<file path="src/rtl/program_loader.sv">
// rtl/program_loader.sv - UART-fed program memory loader that holds the core until a verified load
module program_loader #(
  parameter int unsigned MEM_BYTES      = 1024,
  parameter logic [31:0] BASE_ADDR      = 32'd0,
  parameter int unsigned TIMEOUT_CYCLES = 1000000
) (
  input  logic        clk,
  input  logic        rst,
  input  logic        load_req,
  input  logic        rx_valid,
  input  logic [7:0]  rx_data,
  output logic        mem_write_enable,
  output logic [7:0]  mem_write_data,
  output logic [31:0] mem_write_address,
  output logic        cpu_hold,
  output logic        load_done,
  output logic        load_error
);

  typedef enum logic [2:0] {IDLE, LEN, LOAD, CHECK, DONE, ERROR} state_t;

  state_t      state;
  state_t      state_next;
  logic [1:0]  len_index;
  logic [31:0] length;
  logic [31:0] byte_index;
  logic [31:0] timeout_count;
  logic [7:0]  checksum;
  logic [31:0] length_full;
  logic        in_frame;
  logic        at_rest;
  logic        timed_out;

  // Length as it will be once the byte currently on rx_data (the MSB) is shifted in.
  assign length_full = {rx_data, length[23:0]};
  assign in_frame    = (state == LEN) || (state == LOAD) || (state == CHECK);
  assign at_rest     = (state == IDLE) || (state == DONE) || (state == ERROR);
  assign timed_out   = in_frame && !rx_valid && (timeout_count == TIMEOUT_CYCLES - 1);

  // State register.
  always_ff @(posedge clk) begin
    if (rst) begin
      state <= IDLE;
    end else begin
      state <= state_next;
    end
  end

  // Next-state decode; status outputs are pure functions of the state.
  always_comb begin
    state_next = state;
    cpu_hold   = 1'b1;
    load_done  = 1'b0;
    load_error = 1'b0;
    case (state)
      IDLE: begin
        if (load_req) state_next = LEN;
      end
      LEN: begin
        if (timed_out) begin
          state_next = ERROR;
        end else if (rx_valid && (len_index == 2'd3)) begin
          if (length_full > MEM_BYTES) state_next = ERROR;
          else if (length_full == 32'd0) state_next = CHECK;
          else state_next = LOAD;
        end
      end
      LOAD: begin
        if (timed_out) state_next = ERROR;
        else if (rx_valid && (byte_index == length - 32'd1)) state_next = CHECK;
      end
      CHECK: begin
        if (timed_out) state_next = ERROR;
        else if (rx_valid) state_next = (rx_data == checksum) ? DONE : ERROR;
      end
      DONE: begin
        cpu_hold  = 1'b0;
        load_done = 1'b1;
        if (load_req) state_next = LEN;
      end
      ERROR: begin
        load_error = 1'b1;
        if (load_req) state_next = LEN;
      end
      default: state_next = IDLE;
    endcase
  end

  // Frame datapath: length capture, byte index, checksum, idle timer and the registered write port.
  always_ff @(posedge clk) begin
    if (rst) begin
      len_index         <= 2'd0;
      length            <= 32'd0;
      byte_index        <= 32'd0;
      timeout_count     <= 32'd0;
      checksum          <= 8'd0;
      mem_write_enable  <= 1'b0;
      mem_write_data    <= 8'd0;
      mem_write_address <= 32'd0;
    end else begin
      mem_write_enable <= 1'b0;
      if (at_rest && load_req) begin
        // A new frame starts from a clean slate; a byte arriving with load_req is dropped.
        len_index     <= 2'd0;
        length        <= 32'd0;
        byte_index    <= 32'd0;
        timeout_count <= 32'd0;
        checksum      <= 8'd0;
      end else if (in_frame) begin
        if (rx_valid) timeout_count <= 32'd0;
        else timeout_count <= timeout_count + 32'd1;
        if (rx_valid) begin
          case (state)
            LEN: begin
              length[{len_index, 3'b000} +: 8] <= rx_data;
              len_index <= len_index + 2'd1;
            end
            LOAD: begin
              mem_write_enable  <= 1'b1;
              mem_write_data    <= rx_data;
              mem_write_address <= BASE_ADDR + byte_index;
              byte_index        <= byte_index + 32'd1;
              checksum          <= checksum + rx_data;
            end
            default: ;
          endcase
        end
      end
    end
  end

endmodule

</file>
<file path="config.mk">
export PLATFORM = sky130hd
export DESIGN_NAME = program_loader
export DESIGN_NICKNAME = d
export VERILOG_FILES = /design/src/rtl/program_loader.sv
export SDC_FILE = /design/constraint.sdc
export NUM_CORES = 1
export LEC_CHECK = 0
export ABC_CLOCK_PERIOD_IN_PS = 2600
export CORE_ASPECT_RATIO = 2
export CORE_UTILIZATION = 53
export DETAILED_ROUTE_END_ITERATION = 6
export PLACE_DENSITY_LB_ADDON = 0.05
export RECOVER_POWER = 100
export SLEW_MARGIN = 25
export SYNTH_ARGS = -nofsm -noshare
export SYNTH_HDL_FRONTEND = slang
export SYNTH_SLANG_ARGS = --single-unit
</file>
<file path="constraint.sdc">
create_clock -name clk -period 2.6 [get_ports clk]
set_input_delay 0.26 -clock clk [delete_from_list [all_inputs] [get_ports clk]]
set_output_delay 0.26 -clock clk [all_outputs]
set_load 0.02 [all_outputs]
</file>
==> results by group <==
Synthesis
  • Yosys warning count: 0
  • Synth async-reset ratio: 0
  • Post-Syn Area per Cell: 7.88 um2
  • Synthesized netlist cell count: roughly 970
  • Synth Flop Type: dfxtp_1
  • Synth top area share: 0.391
  • Synth cell types: 57
  • Post-Syn Nets: 1,003
  • Register bit total from synthesis: 150
  • Synthesized area: 7670 um2
  • Largest cells by area after synthesis: dfxtp_1, nand2_1, xor2_1
  • Post-synth EDFFs: 0
  • Yosys top cell by area: dfxtp_1
  • Register area share after synthesis: 0.391

Layout
  • FILL cells: between 1,000 and 1,500
  • Syn-to-layout area delta: 26.8%
  • Leading cell types in the layout, fill and taps excluded: nand2_1, dfxtp_1, buf_4
  • Antenna diodes: 0
  • Commonest non-fill, non-tap cell in the layout: nand2_1
  • Fraction of layout cells with a size suffix above 1: 0.151
  • Post-route insts no fill: 1,311
  • Nets@finish: between 1,000 and 1,500

Worst setup path
  • Critical R2R Launch: length[3]
  • Cells on worst reg2reg path: 8
  • Setup crit end kind: register
  • Crit path max fanout: 3
  • Critical path class: register to register
  • CP Launch Type: register
  • WP data arrival: 3020 ps
  • Worst path max stage delay: ~540 ps
  • Slowest-stage cell, CP: or4_4
  • CP cell instances: or4_4 > or4_4 > mux2_4 > mux2i_1 > o22ai_1 > o311a_2 > a31oi_4 > mux2_4
  • Required time of the critical path: 2910 ps
  • Register-to-register path setup slack: -110 ps
  • Reg2reg end: state[0]

STA
  • Fin. max-slew vios: 0
  • Slew headroom: 0.409
  • Max frequency: roughly 0.37 GHz
  • Worst slew pin tran: 887 ps
  • Final hold vios: 0
  • Skew final: ~15 ps
  • Final period util: 1.04
  • RSZ-0062 raised after global routing: true
  • Tmin final: 2710 ps
  • PnR worst setup slack: -109 ps
  • Endpoints failing setup: 3

Detailed routing
  • Metal2 WL: approximately 12,000 um
  • Met3 wire len: 530 um
  • WL final: around 22,000 um
  • DR vias: around 7,300
  • Routed met1 length: 7740 um
  • Vias per cell: about 5.5
  • Drt drc: 0
  • Top Metal Used: met4
  • Post-route ant nets: 0
  • Initial DRC count: 263
  • Pre-Repair DR Iteration Count: 5
  • Post-detailed-route wirelength per cell: roughly 17 um

Clocking
  • Worst skew pair latency: approximately 430 ps
  • Clock Pin Slew Worst Setup and Hold Paths: approximately 60 ps
  • Clock sinks: 150
  • CTS Root Buffer Type: clkbuf_16
  • CTS tree: built
  • Worst-case clock buffer depth: 2
  • H-tree levels: 4
  • Inserted Clock Buffers: 17

Hold path
  • Hold Startpoint: rst
  • Hold Crit Endpoint: mem_write_address[8]
  • Hold crit path type: primary input to register
  • Hold depth: 2

Power
  • PwrDens: 718 nW/um2
  • Sequential share of power: 0.346
  • Switch share: 0.335
  • Clock share of power: 0.356
  • Tot Pwr: ~7000 uW
  • NetSw: 2340 uW
  • Comb pwr share: 0.298
  • P_leak: 0.00386 uW
  • Max VDD drop: slightly below 500 uV
  • Int Pwr: ~4600 uW

Global routing
  • First-pass GRT wire length: between 30,000 and 40,000 um
  • Global-route usage over all layers: 0.304
  • Largest net degree at the start of global routing: 75
  • Grt ovf: 0
  • Via count of the first global-routing pass: between 7,000 and 8,000
  • Initial antenna violation count: 0

Floorplanning
  • Die area: roughly 15,000 um2
  • Die height: 172 um
  • Ports: 56
  • Initial core utilization: 0.546
  • Core area: about 14,000 um2
  • # rows: between 60 and 70
  • Chip width: 87.1 um

Outcome
  • Failing checks: negative setup slack
  • Status: finished with violations

Flow run
  • Max Cap Violations: 0

Placement
  • Port Buffers: between 50 and 60
  • HPWL after DPL: between 15,000 and 20,000 um
  • Post-Place Setup Slack: -149 ps
  • RD Place Congestion: approximately 0.91
  • Placed Cells incl. Taps: about 1,300
worst max path at each step:
stage | end | slack (ps) | startpoint | cells after the start
6_report | state[0] | -110 | length[3] | 8
3_5_place_dp | state[0] | -150 | length[3] | 9
3_3_place_gp | state[0] | -130 | rx_valid | 9
5_1_grt | state[0] | -190 | length[3] | 8
4_1_cts | state[0] | -110 | length[3] | 8
2_1_floorplan | state[0] | -230 | length[3] | 10
logic make-up after synthesis:
group | share of synthesized area
multiplexers | 0.0130
flip-flops | 0.391
adder cells (fa/ha/maj) | 0.0287
buffers and inverters | 0.0388
XOR/XNOR | 0.120
AO/OA/AOI/OAI | 0.0998
AND/OR/NAND/NOR | 0.308
cell usage after synthesis (20+ instances only):
cell type	count
nor3_1	22
xnor2_1	47
and3_1	20
nand2_1	170
clkbuf_1	46
nand3_1	62
dfxtp_1	150
a21oi_1	97
nor2_1	101
xor2_1	58
sequential cells by signal, summed over array words and instances, names as in the netlist:
| register | flops |
|---|---|
| length | 32 |
| mem_write_enable | 1 |
| len_index | 2 |
| mem_write_data | 8 |
| state | 3 |
| checksum | 8 |
| byte_index | 32 |
| timeout_count | 32 |
| mem_write_address | 32 |
through the flow:
stage,hold WS [ps],area [um2],TNS [ps],util
2_1_floorplan,396,7680,-314,-
3_3_place_gp,442,9150,-298,0.652
3_5_place_dp,448,9150,-324,0.652
4_1_cts,255,9770,-235,0.696
5_1_grt,278,9730,-1370,0.693
6_report,259,9730,-219,0.693
metal layers:
metal / vias up / track usage
li1: 3580 / -
met4: 0 / 0.201
met1: 3445 / 0.279
met5: - / 0
met2: 167 / 0.599
met3: 82 / 0.0420
critical path: cells and delay by family, from the launching register on:
family          cells  cell delay (ps)
mux                 3              760
compound gates      3              440
simple gates        2             1080
flops               1              330
what timing repair did:
item	4_1_cts	5_1_grt
hold buffers	0	0
gates cloned	0	0
gates resized for setup	6	4
endpoints found under the setup margin	3	4
setup buffers	0	0
pin swaps	0	1
layout make-up:
type,instances,area [um2],share of cell area
multi-input combinational,750,4440,0.456
sequential,150,3000,0.309
clock inverter,13,136,0.0140
inverter,16,60.1,0.00617
timing repair buffer,174,1400,0.144
clock buffer,19,453,0.0465
tap,189,236,0.0243
power groups by stage:
stage          sequential (uW)  clock, uW  combinational [uW]
3_3_place_gp              2460          0                2090
2_1_floorplan             2480          0                1250
3_5_place_dp              2470          0                2110
6_report                  2410       2490                2090
4_1_cts                   2410       2520                2130
5_1_grt                   2420       2600                2280
No activity file was read; power rests on OpenSTA's default activity.
